===== src/rtl/flop_fifo_pkg.sv =====
// Shared types and constants for the output-flopped FIFO.
package flop_fifo_pkg;

    function automatic int unsigned cnt_width(input int unsigned depth);
        return $clog2(depth + 1);
    endfunction

    localparam logic [15:0] STALL_TIMEOUT = 16'hFFFF;

    typedef struct packed {
        logic ovf;
        logic stall;
    } err_flags_t;

endpackage


===== src/rtl/flop_fifo_out_if.sv =====
// Push/pop bus of the output-flopped FIFO; slave is the FIFO, master is the environment.
interface flop_fifo_out_if #(
    parameter int unsigned WIDTH = 32,
    parameter int unsigned DEPTH = 4
);
    import flop_fifo_pkg::*;

    localparam int unsigned CNT_W = cnt_width(DEPTH);

    logic             push;
    logic [WIDTH-1:0] push_data;
    logic             full;
    logic             watermark;
    logic [CNT_W-1:0] count;
    logic             out_valid;
    logic [WIDTH-1:0] out_data;
    logic             out_ready;

    modport master (
        output push, push_data, out_ready,
        input  full, watermark, count, out_valid, out_data
    );

    modport slave (
        input  push, push_data, out_ready,
        output full, watermark, count, out_valid, out_data
    );

endinterface


===== src/rtl/flop_fifo_out_ptr.sv =====
// Wrapping pointer over N entries with synchronous clear and increment enable.
module flop_fifo_out_ptr #(
    parameter  int unsigned N = 3,
    localparam int unsigned W = (N > 1) ? $clog2(N) : 1
) (
    input  logic         clk,
    input  logic         rst_n,
    input  logic         clr,
    input  logic         inc,
    output logic [W-1:0] ptr
);

    logic [W-1:0] ptr_d;

    // With N == 1 the wrap compare always matches, so the pointer stays 0.
    always_comb begin
        ptr_d = ptr;
        if (clr) begin
            ptr_d = '0;
        end else if (inc) begin
            ptr_d = (ptr == W'(N - 1)) ? '0 : ptr + W'(1);
        end
    end

    always_ff @(posedge clk or negedge rst_n) begin
        if (!rst_n) begin
            ptr <= '0;
        end else begin
            ptr <= ptr_d;
        end
    end

endmodule


===== src/rtl/flop_fifo_out.sv =====
// Circular-buffer FIFO whose read side is always driven from a dedicated output register.
// Define FLOP_FIFO_OUT_ERR_CHK_EN to add sticky err_ovf/err_stall flags and an occupancy assertion.
module flop_fifo_out
    import flop_fifo_pkg::*;
#(
    parameter  int unsigned WIDTH = 32,
    parameter  int unsigned DEPTH = 4,
    localparam int unsigned CNT_W = cnt_width(DEPTH)
) (
    input  logic        clk,
    input  logic        rst_n,
    input  logic        sync_rst_n,
    input  logic [31:0] cfg_watermark,
    flop_fifo_out_if.slave bus
`ifdef FLOP_FIFO_OUT_ERR_CHK_EN
    ,
    output logic        err_ovf,
    output logic        err_stall
`endif
);

    localparam int unsigned ENTRIES = DEPTH - 1;
    localparam int unsigned AW      = (ENTRIES > 1) ? $clog2(ENTRIES) : 1;

    logic [WIDTH-1:0] mem [ENTRIES];
    logic [AW-1:0]    wr_ptr;
    logic [AW-1:0]    rd_ptr;

    logic             out_valid_q, out_valid_d;
    logic [WIDTH-1:0] out_data_q,  out_data_d;
    logic [CNT_W-1:0] count_q,     count_d;
    logic             full_q,      full_d;

    logic             acc_push;
    logic             pop;
    logic             load_en;
    logic             arr_empty;
    logic             take_arr;
    logic             bypass;
    logic             wr_en;
    logic [CNT_W-1:0] arr_cnt;
    logic             unused_cfg_bits;

    assign acc_push  = bus.push & ~full_q;
    assign pop       = out_valid_q & bus.out_ready;
    assign arr_cnt   = count_q - CNT_W'(out_valid_q);
    assign arr_empty = (arr_cnt == '0);
    assign load_en   = ~out_valid_q | pop;
    assign take_arr  = sync_rst_n & load_en & ~arr_empty;
    // Bypass only when nothing is queued ahead of the new word.
    assign bypass    = load_en & arr_empty & acc_push;
    assign wr_en     = sync_rst_n & acc_push & ~bypass;

    assign unused_cfg_bits = ^cfg_watermark[31:CNT_W];

    flop_fifo_out_ptr #(.N(ENTRIES)) u_wr_ptr (
        .clk   (clk),
        .rst_n (rst_n),
        .clr   (~sync_rst_n),
        .inc   (wr_en),
        .ptr   (wr_ptr)
    );

    flop_fifo_out_ptr #(.N(ENTRIES)) u_rd_ptr (
        .clk   (clk),
        .rst_n (rst_n),
        .clr   (~sync_rst_n),
        .inc   (take_arr),
        .ptr   (rd_ptr)
    );

    always_ff @(posedge clk) begin
        if (wr_en) begin
            mem[wr_ptr] <= bus.push_data;
        end
    end

    // Next state for the output register and occupancy.
    always_comb begin
        out_valid_d = out_valid_q;
        out_data_d  = out_data_q;
        count_d     = count_q;
        full_d      = full_q;
        if (!sync_rst_n) begin
            out_valid_d = 1'b0;
            out_data_d  = '0;
            count_d     = '0;
            full_d      = 1'b0;
        end else begin
            count_d = count_q + CNT_W'(acc_push) - CNT_W'(pop);
            full_d  = (count_d == CNT_W'(DEPTH));
            if (load_en) begin
                if (!arr_empty) begin
                    out_valid_d = 1'b1;
                    out_data_d  = mem[rd_ptr];
                end else if (acc_push) begin
                    out_valid_d = 1'b1;
                    out_data_d  = bus.push_data;
                end else begin
                    out_valid_d = 1'b0;
                end
            end
        end
    end

    always_ff @(posedge clk or negedge rst_n) begin
        if (!rst_n) begin
            out_valid_q <= 1'b0;
            out_data_q  <= '0;
            count_q     <= '0;
            full_q      <= 1'b0;
        end else begin
            out_valid_q <= out_valid_d;
            out_data_q  <= out_data_d;
            count_q     <= count_d;
            full_q      <= full_d;
        end
    end

    assign bus.out_valid = out_valid_q;
    assign bus.out_data  = out_data_q;
    assign bus.count     = count_q;
    assign bus.full      = full_q;
    assign bus.watermark = (count_q >= cfg_watermark[CNT_W-1:0]);

`ifdef FLOP_FIFO_OUT_ERR_CHK_EN
    err_flags_t  err_q, err_d;
    logic [15:0] stall_cnt_q, stall_cnt_d;
    logic        stalled;

    assign stalled = out_valid_q & ~bus.out_ready;

    // Sticky error flags; stall counter saturates at the timeout.
    always_comb begin
        err_d       = err_q;
        stall_cnt_d = stall_cnt_q;
        if (!sync_rst_n) begin
            err_d       = '0;
            stall_cnt_d = '0;
        end else begin
            err_d.ovf = err_q.ovf | (bus.push & full_q);
            if (stalled) begin
                err_d.stall = err_q.stall | (stall_cnt_q == STALL_TIMEOUT);
                if (stall_cnt_q != STALL_TIMEOUT) begin
                    stall_cnt_d = stall_cnt_q + 16'd1;
                end
            end else begin
                stall_cnt_d = '0;
            end
        end
    end

    always_ff @(posedge clk or negedge rst_n) begin
        if (!rst_n) begin
            err_q       <= '0;
            stall_cnt_q <= '0;
        end else begin
            err_q       <= err_d;
            stall_cnt_q <= stall_cnt_d;
        end
    end

    assign err_ovf   = err_q.ovf;
    assign err_stall = err_q.stall;

    a_count_max: assert property (@(posedge clk) disable iff (!rst_n) count_q <= CNT_W'(DEPTH));
`endif

endmodule


===== src/flat_wrapper.sv =====
// flat-port wrapper written by rule: the top's interface ports become plain ports
module flop_fifo_out_flat import flop_fifo_pkg::*;
#(
    parameter  int unsigned WIDTH = 32,
    parameter  int unsigned DEPTH = 4,
    localparam int unsigned CNT_W = cnt_width(DEPTH)
)
  (clk, rst_n, sync_rst_n, cfg_watermark, bus_push, bus_push_data, bus_out_ready, bus_full, bus_watermark, bus_count, bus_out_valid, bus_out_data);
  flop_fifo_out_if #(.WIDTH(WIDTH), .DEPTH(DEPTH)) bus_i ();
  input  logic clk;
  input  logic rst_n;
  input  logic sync_rst_n;
  input  logic [31:0] cfg_watermark;
  input wire logic [$bits(bus_i.push)-1:0] bus_push;
  input wire logic [$bits(bus_i.push_data)-1:0] bus_push_data;
  input wire logic [$bits(bus_i.out_ready)-1:0] bus_out_ready;
  output wire logic [$bits(bus_i.full)-1:0] bus_full;
  output wire logic [$bits(bus_i.watermark)-1:0] bus_watermark;
  output wire logic [$bits(bus_i.count)-1:0] bus_count;
  output wire logic [$bits(bus_i.out_valid)-1:0] bus_out_valid;
  output wire logic [$bits(bus_i.out_data)-1:0] bus_out_data;
  assign bus_i.push = bus_push;
  assign bus_i.push_data = bus_push_data;
  assign bus_i.out_ready = bus_out_ready;
  assign bus_full = bus_i.full;
  assign bus_watermark = bus_i.watermark;
  assign bus_count = bus_i.count;
  assign bus_out_valid = bus_i.out_valid;
  assign bus_out_data = bus_i.out_data;
  flop_fifo_out #(.WIDTH(WIDTH), .DEPTH(DEPTH)) u_core (.clk(clk), .rst_n(rst_n), .sync_rst_n(sync_rst_n), .cfg_watermark(cfg_watermark), .bus(bus_i));
endmodule

===== config.mk =====
export PLATFORM = sky130hd
export DESIGN_NAME = flop_fifo_out_flat
export DESIGN_NICKNAME = d
export VERILOG_FILES = /design/src/rtl/flop_fifo_pkg.sv /design/src/rtl/flop_fifo_out_if.sv /design/src/rtl/flop_fifo_out_ptr.sv /design/src/rtl/flop_fifo_out.sv /design/src/flat_wrapper.sv
export SDC_FILE = /design/constraint.sdc
export NUM_CORES = 1
export LEC_CHECK = 0
export CAP_MARGIN = 0
export CORE_ASPECT_RATIO = 1.2
export CORE_MARGIN = 5
export CORE_UTILIZATION = 38
export CTS_CLUSTER_SIZE = 25
export DETAILED_ROUTE_END_ITERATION = 8
export GPL_ROUTABILITY_DRIVEN = 0
export HOLD_SLACK_MARGIN = 0.03
export PLACE_DENSITY = 0.67
export SETUP_SLACK_MARGIN = 0.05
export SYNTH_ARGS = -nofsm -noshare
export SYNTH_HDL_FRONTEND = slang
export SYNTH_HIERARCHICAL = 1
export SYNTH_SLANG_ARGS = --single-unit

===== constraint.sdc =====
create_clock -name clk -period 4.9 [get_ports clk]
set_input_delay 1.225 -clock clk [delete_from_list [all_inputs] [get_ports clk]]
set_output_delay 1.225 -clock clk [all_outputs]
set_load 0.01 [all_outputs]

* After elaboration in Yosys (flattened, before gate mapping)
Memories as Yosys holds them, arrays and structs flattened.
Index checks and enable logic that the tools add are counted.
W data, S select, Z words.
** Storage, ports and cells
- Flip-flop bits (word level) :: 41
- Memory bits (writable) :: 96
- Bits of input ports :: 69
- Output and inout bits :: 38
- Word-level logic and storage cells :: 53
- Memories kept :: 1
** Cells by class
- $add $sub $neg :: 5
- $lt $le $gt $ge :: 1
- Eq/ne operators :: 7
- Mux-type cells :: 18
- Bitwise logic cells :: 13
- Reductions and logical operators :: 2
** Memory list
- u_core.mem :: depth 3, width 32, read ports 1, clocked after memory_dff 0, write ports 1, line flop_fifo_out.sv:25 : logic [WIDTH-1:0] mem [ENTRIES];
** Operators with widths (number)
- $mux W32 :: 4
- $mux W2 :: 6
- $and A1 B1 Y1 :: 8
- $mux W1 :: 7
- $ne A2 B1 Y1 const B :: 3
- $sub A3 B1 Y3 :: 2
- $add A2 B1 Y2 const B :: 2
- $eq A2 B2 Y1 const B :: 2
- $not A1 Y1 :: 4
- $add A3 B1 Y3 :: 1
- $eq A3 B3 Y1 const B :: 1
- $ge A3 B3 Y1 :: 1
- $logic_not A3 Y1 :: 1
- $mux W3 :: 1
- $ne A3 B2 Y1 const B :: 1
- $reduce_and A2 Y1 :: 1
- $or A1 B1 Y1 :: 1

* Longest topological paths before layout
Gate-level depths: netlist of the first run.
- Depth in word-level cells :: 8
- Depth in mapped cells :: 9
- Gate-level depth less buffers :: 9

* Cells and area by module
The synthesis of the first run kept the hierarchy.
** Modules (own cells, without submodules)
- flop_fifo_out :: times used 1, cells an instance 320, area an instance 5368.9 µm², sequential area each 3808.7 µm²
- flop_fifo_out_ptr :: times used 2, cells an instance 8, area an instance 88.8 µm², sequential area each 50.0 µm²

* Worst setup path after synthesis of the first run
Ideal clock, no wire load.
- Path kind :: input-to-reg
- Start point :: in sync_rst_n
- End point :: mem u_core.mem[2][0], enable pin
- Setup time :: 0.513 ns
- Arrival time :: 4.970 ns
- Required time :: 4.387 ns
- Slack :: -0.583 ns
- Stages on the path :: 3
- Path buffers :: 0
- Path through :: inv_2 -> or2_1 -> nor4b_1
** Between the ends
- Word-level cells in the longest chain between the ends :: 4
** RTL lines
- start: declaration :: line flat_wrapper.sv:12 : input logic sync_rst_n;
- $and A1 B1 Y1 (2 in a row) :: line flop_fifo_out.sv:52 : assign wr_en = sync_rst_n & acc_push & ~bypass;
- $mux W1 :: line flop_fifo_out.sv:73 : if (wr_en) begin
- $mux W1 (implied by the code) :: line flop_fifo_out.sv:74 : mem[wr_ptr] <= bus.push_data;
- end: declaration :: line flop_fifo_out.sv:25
No other way between the ends.

* Worst setup path in the final report of the first run
- Start point :: in cfg_watermark[0]
- End point :: out bus_watermark
** Between the ends
- Word-level cells in the longest chain between the ends :: 1
** RTL lines
- start: declaration :: line flat_wrapper.sv:13 : input logic [31:0] cfg_watermark;
- $ge A3 B3 Y1 :: line flop_fifo_out.sv:124 : assign bus.watermark = (count_q >= cfg_watermark[CNT_W-1:0]);
- end: declaration :: line flat_wrapper.sv:18 : output wire logic [$bits(bus_i.watermark)-1:0] bus_watermark;
No other way between the ends.

==> out/qor.csv, run 1 <==
stage,metric,value,unit
detailed_routing,drt_iter0_drc,177,
global_routing,grt_pass1_wl,18700,microns
logic_synthesis,syn_area,5550,sq um
finish,fillers,1236,
die,design.core.area,14400,sq um
worst_setup_path,cp_slowest_cell,clkdlybuf4s50_1,
clock_network,cts-hold-fix-buffers,0,
global_routing,grt_max_degree,42,
logic_synthesis,ys_seq_area_frac,0.705,
worst_setup_path,critPathRequiredTime,3670,ps
worst_setup_path,regToRegStartpoint,u_core/bus.out_valid,
global_routing,grt-ovfl-total,0,
timing,final_max_slew_viol_count,0,
worst_setup_path,crit_buf_inv,2,
finish,fin_nets,498,
clock_network,cts_resized,0,
detailed_routing,via_count,3201,
timing,fmax,244,MHz
finish,final_util,0.497,
detailed_routing,vias_per_cell,5.24,
clock_network,clock_path_buffers,2,
worst_setup_path,crit_path_start,cfg_watermark[0],
detailed_routing,firstDrtPassIters,4,
pwr,p_int,2920,uW
timing,worst_pin_slew,1080,ps
worst_setup_path,worst-path-max-fanout,1,
clock_network,worstSkewPairLatency,410,ps
finish,diodes,0,
die,ios,107,
pwr,power_density,568,nW/um^2
clock_network,cts_inserted_buffers,17,
place,portBuffers,77,
die,initial_core_util,0.386,
global_routing,grtUsageTotal,0.142,
timing,fin_crit_sh,0.837,
logic_synthesis,ys_types,33,
global_routing,antenna_found_initial,0,
logic_synthesis,synth_area_leader_cell,edfxtp_1,
pwr,p_clk_frac,0.333,
place,dp_hpwl,6990,microns
logic_synthesis,syn_area_per_cell,16.5,sq um
pwr,p_comb_frac,0.263,
detailed_routing,avgRoutedWirePerCell,18.7,microns
worst_setup_path,r2r_cells,6,
worst_setup_path,worstSetupEndpointType,output port,
logic_synthesis,ys_seq_elements,137,
detailed_routing,routed_wl,11500,microns
timing,holdWs,510,ps
timing,hold_violations,0,
worst_setup_path,crit_path_cell_trace,clkdlybuf4s50_1 > ha_1 > nand2b_1 > a21o_1 > a21o_1 > clkdlybuf4s50_1,
pwr,leakage,0.00259,uW
logic_synthesis,netlist.area_leader.share,0.520,
clock_network,path_clk_slew,60,ps
min_path,hp-start,u_core/bus.out_data[2],
timing,finClkSkew,9.47,ps
pwr,netSwitchingFraction,0.279,
worst_setup_path,max_stage_delay,470,ps
detailed_routing,antenna_left,0,
finish,drive_gt1_frac,0.135,
logic_synthesis,ys_async_sr_fraction,0.299,
pwr,total_power,4050,uW
run_status,status,"complete, no violations",
die,chipHeight,142,microns
die,die_w,120,microns
clock_network,cts.sinks,137,
timing,worst_slack,798,ps
min_path,worstHoldPathCells,1,
place,dp_slack,802,ps
timing,rsz0062_at_grt,no,
worst_setup_path,path_depth,6,
min_path,hp-class,register to register,
worst_setup_path,critPathTopFamily,buffers and inverters,
clock_network,cts_setup_buffers,0,
logic_synthesis,ys_warn_count,6,
clock_network,cts_htree_levels,4,
finish,postLayoutCellArea,7130,sq um
worst_setup_path,crit_path_start_kind,input port,
logic_synthesis,yosys-top-cells-area,"edfxtp_1 52%, dfrtp_1 18%, a221o_1 6.0%",
pwr,vdd_drop_max,244,uV
logic_synthesis,synth_edf_count,96,
die,fp.dieArea,17100,sq um
timing,setup_violations,0,
clock_network,tritoncts,built,
logic_synthesis,synthCells,336,
timing,finalCriticalPeriod,4100,ps
worst_setup_path,crit_type,input port to output port,
detailed_routing,drc,0,
place,place_area,6490,sq um
finish,synthToLayoutAreaGrowth,28.5,%
logic_synthesis,ys.flop_type,edfxtp_1,
pwr,p_seq_frac,0.405,
job,maxCapViolCount,0,
global_routing,first_global_vias,3543,
clock_network,root_buffer,clkbuf_16,
logic_synthesis,synth_fp_nets,411,
die,row_count,48,
pwr,switchingPower,1130,uW
worst_setup_path,arrival,2880,ps
timing,slew-limit-headroom,0.279,
## stage by stage
step | setup TNS, ps | instances
detailed placement | 0 | 579
CTS | 0 | 611
global placement | 0 | 579
finish | 0 | 611
global route | 0 | 611
floorplan | -45640 | 336
## sequential cells by signal (all words and copies together) (netlist names)
signal	count
u_core/bus.full	1
u_core/bus.count	3
u_core/bus.out_valid	1
u_core/u_wr_ptr/ptr	2
u_core/u_rd_ptr/ptr	2
u_core/bus.out_data	32
u_core/mem	96
## cells in the mapped netlist (all sizes together), types with 2 or more instances
library cell	count
edfxtp	96
dfrtp	41
nor2	35
a221o	33
mux2	32
mux2i	32
buf	16
a21oi	7
inv	7
nand2b	6
ha	5
nand2	3
a21o	2
and2	2
nand3b	2
nor2b	2
nor4b	2
or3b	2
xor2	2
## metal layers
metal	global-route usage	up-vias	part of all wire
li1	-	1474	-
met1	0.172	1632	0.43
met2	0.244	80	0.51
met3	0.0398	15	0.046
met4	0.0519	0	0.013
met5	0	-	0
## power by group through the flow
| stage | logic [uW] | registers, uW | clock network [uW] |
|---|---|---|---|
| after floorplan | 582 | 1660 | 0 |
| after global placement | 1050 | 1660 | 0 |
| after detailed placement | 1070 | 1660 | 0 |
| after CTS | 1080 | 1640 | 1380 |
| after global routing | 1160 | 1670 | 1430 |
| final | 1060 | 1640 | 1350 |
## layout make-up
| cell class | instances | area (sq um) | share of cell area |
|---|---|---|---|
| sequential | 137 | 3910 | 0.549 |
| multi-input combinational | 175 | 1510 | 0.212 |
| timing repair buffer | 85 | 826 | 0.116 |
| clock buffer | 19 | 443 | 0.0621 |
| tap | 175 | 219 | 0.0307 |
| clock inverter | 13 | 190 | 0.0267 |
| inverter | 7 | 26.3 | 0.00369 |
## final timing paths
check | slack [ps] | to
worst max-delay path | 800 | bus_watermark
worst min-delay path | 510 | u_core/bus.out_data[2]
worst max register to register | 2360 | u_core/bus.out_data[29]
worst min register to register | 510 | u_core/bus.out_data[2]
max in group asynchronous | 3190 | u_core/u_rd_ptr/ptr[0]
min in group asynchronous | 1010 | u_core/bus.full
## layout by cell type, fill, tap and decap left out, types with 6 or more instances in the layout
| cell | count |
|---|---|
| buf_4 | 8 |
| clkbuf_16 | 17 |
| a21oi_1 | 6 |
| dfrtp_1 | 39 |
| a221o_1 | 33 |
| nor2_1 | 35 |
| mux2_2 | 10 |
| inv_1 | 6 |
| edfxtp_1 | 96 |
| mux2_1 | 22 |
| mux2i_1 | 32 |
| clkdlybuf4s50_1 | 76 |
## worst reg2reg max path, delay by kind of cell (launching register included)
kind                     cells  cell delay (ps)
adder cells (fa/ha/maj)      1              300
AO/OA/AOI/OAI                1              210
AND/OR/NAND/NOR              3             1140
buffers and inverters        1              380
flip-flops                   1              440
## cell families (layout without fill, tap and decap cells)
| logic type | after synthesis | after routing | share of synthesized area |
|---|---|---|---|
| xor gates and xnor gates | 3 | 3 | 0.00474 |
| adders and majority gates | 6 | 6 | 0.0149 |
| DFF | 137 | 137 | 0.705 |
| AOI/OAI and AO/OA | 42 | 42 | 0.0686 |
| buffers and inverters | 24 | 124 | 0.0280 |
| and+or+nand+nor | 60 | 60 | 0.0564 |
| muxes | 64 | 64 | 0.123 |
Power figures use the tool's default switching activity.
==> run 2: changes to the inputs <==
--- a/config.mk
+++ b/config.mk
@@ -13,7 +13,7 @@
 export DETAILED_ROUTE_END_ITERATION = 8
 export GPL_ROUTABILITY_DRIVEN = 0
 export HOLD_SLACK_MARGIN = 0.03
-export PLACE_DENSITY = 0.67
+export PLACE_DENSITY = 0.65
 export SETUP_SLACK_MARGIN = 0.05
 export SYNTH_ARGS = -nofsm -noshare
 export SYNTH_HDL_FRONTEND = slang
==> constraint.sdc (replaced) <==
create_clock -name clk -period 4.2 [get_ports clk]
set_input_delay 1.05 -clock clk [delete_from_list [all_inputs] [get_ports clk]]
set_output_delay 1.05 -clock clk [all_outputs]
set_load 0.01 [all_outputs]
==> run 2 against run 1 <==
Utilization fell by 0.43 points. Setup slack got worse by 370 ps. Sequential share of layout area rose by 0.48 points. Largest power group unchanged.
==> out/qor.csv, run 2 (same netlist as run 1, synthesis figures left out) <==
stage,metric,value,unit
run_status,status,"complete, no violations",
global_routing,first_global_vias,3504,
clock_network,worstSkewPairLatency,410,ps
finish,layout.cells.most_common_list,"96 x edfxtp_1, 76 x clkdlybuf4s50_1, 39 x dfrtp_1, 35 x nor2_1, 33 x a221o_1",
detailed_routing,routed_wl,11100,microns
global_routing,antenna_found_initial,0,
timing,worst_pin_slew,1100,ps
timing,finalCriticalPeriod,3770,ps
finish,final_util,0.492,
worst_setup_path,crit_buf_inv,2,
detailed_routing,vias_per_cell,5.14,
clock_network,cts_setup_buffers,0,
detailed_routing,avgRoutedWirePerCell,18.1,microns
place,dp_hpwl,6940,microns
timing,setup-tns-final,0,ps
finish,synthToLayoutAreaGrowth,27.4,%
clock_network,clock_path_buffers,2,
clock_network,cts_inserted_buffers,17,
die,row_count,48,
worst_setup_path,worstSetupEndpointType,output port,
global_routing,grt-ovfl-total,0,
pwr,power_density,645,nW/um^2
detailed_routing,via_count,3148,
die,design.core.area,14400,sq um
worst_setup_path,path_depth,6,
die,ios,107,
timing,rsz0062_at_grt,no,
worst_setup_path,r2r_cells,6,
min_path,hp-class,register to register,
finish,diodes,0,
pwr,p_int,3290,uW
clock_network,path_clk_slew,50,ps
worst_setup_path,critPathTopFamily,buffers and inverters,
finish,largest_reg_flops,96,
pwr,p_seq_frac,0.420,
pwr,leakage,0.00256,uW
global_routing,grtUsageTotal,0.140,
worst_setup_path,cp_slowest_cell,clkdlybuf4s50_1,
min_path,hp-start,u_core/bus.out_data[26],
worst_setup_path,crit_path_start_kind,input port,
clock_network,cts-hold-fix-buffers,0,
timing,finClkSkew,4.03,ps
finish,multiInputGateArea,1510,sq um
worst_setup_path,worst-path-max-fanout,1,
die,initial_core_util,0.386,
pwr,switchingPower,1270,uW
worst_setup_path,max_stage_delay,470,ps
global_routing,grt_pass1_wl,18300,microns
job,maxCapViolCount,0,
timing,fin_crit_sh,0.897,
die,chipHeight,142,microns
pwr,p_clk_frac,0.308,
pwr,vdd_drop_max,294,uV
place,portBuffers,77,
clock_network,root_buffer,clkbuf_16,
finish,regArea,3910,sq um
timing,holdWs,506,ps
finish,top_register,u_core/mem,
worst_setup_path,regToRegStartpoint,u_core/bus.out_valid,
timing,fmax,265,MHz
worst_setup_path,critPathRequiredTime,3150,ps
timing,hold_violations,0,
worst_setup_path,crit_path_cell_trace,clkdlybuf4s50_1 > ha_1 > nand2b_1 > a21o_1 > a21o_1 > clkdlybuf4s50_1,
detailed_routing,drc,0,
min_path,worstHoldPathCells,1,
global_routing,grt_max_degree,42,
die,fp.dieArea,17100,sq um
detailed_routing,antenna_left,0,
worst_setup_path,crit_type,input port to output port,
finish,fillers,1243,
clock_network,cts.sinks,137,
detailed_routing,firstDrtPassIters,4,
finish,fin_nets,499,
finish,drive_gt1_frac,0.126,
pwr,p_comb_frac,0.272,
worst_setup_path,arrival,2720,ps
die,die_w,120,microns
worst_setup_path,crit_path_start,cfg_watermark[0],
finish,layout_commonest_cell,edfxtp_1,
clock_network,tritoncts,built,
detailed_routing,drt_iter0_drc,185,
timing,setup_violations,0,
timing,slew-limit-headroom,0.264,
clock_network,cts_htree_levels,4,
pwr,netSwitchingFraction,0.278,
clock_network,cts_resized,0,
timing,final_max_slew_viol_count,0,
## run 2: changes by cell type in the layout (fill, tap and decap cells not counted), sizes merged
cell      before  now
clkbuf        19   22
clkinv         5    8
inv           10    7
bufinv         4    2
buf            9   10
clkinvlp       1    0
## run 2: final cells by class
type	count	share of cell area
Sequential cell	137	0.553
Inverter	7	0.00372
Clock inverter	10	0.0142
Timing Repair Buffer	86	0.118
Tap cell	175	0.0310
Clock buffer	22	0.0657
Multi-Input combinational cell	175	0.214
## run 2: power by group through the flow
stage          Sequential, uW  Combinational, uW  Clock (uW)
2_1_floorplan            1940                679           0
3_3_place_gp             1930               1230           0
3_5_place_dp             1940               1260           0
4_1_cts                  1920               1270        1430
5_1_grt                  1950               1350        1500
6_report                 1910               1240        1400
## run 2: worst paths after layout
kind,to,slack (ps)
min in group asynchronous,u_core/bus.full,830
worst min register to register,u_core/bus.out_data[26],510
max in group asynchronous,u_core/u_rd_ptr/ptr[0],2690
worst max register to register,u_core/bus.out_data[29],1720
worst min-delay path,u_core/bus.out_data[26],510
worst max-delay path,bus_watermark,430
## run 2: through the flow
stage	cell area (sq um)	setup WS [ps]	power, uW	std cells
2_1_floorplan	5550	-1110	2620	336
3_3_place_gp	6500	474	3160	580
3_5_place_dp	6500	437	3190	580
4_1_cts	7070	430	4620	612
5_1_grt	7070	366	4810	612
6_report	7070	432	4560	612
## run 2: routing by layer
| metal | routed length, microns | track usage | up-vias |
|---|---|---|---|
| met5 | 0 | 0 | - |
| met4 | 212 | 0.0626 | 0 |
| met3 | 472 | 0.0362 | 16 |
| met2 | 5600 | 0.232 | 75 |
| met1 | 4830 | 0.173 | 1582 |
| li1 | - | - | 1475 |
## run 2: worst reg2reg max path, stage by stage, from the launching register on
cell and delay [ps]:
dfrtp_1 430, ha_1 300, nor2b_1 200, nand2_1 140, nor3b_4 750, buf_4 380
a221o_1 210
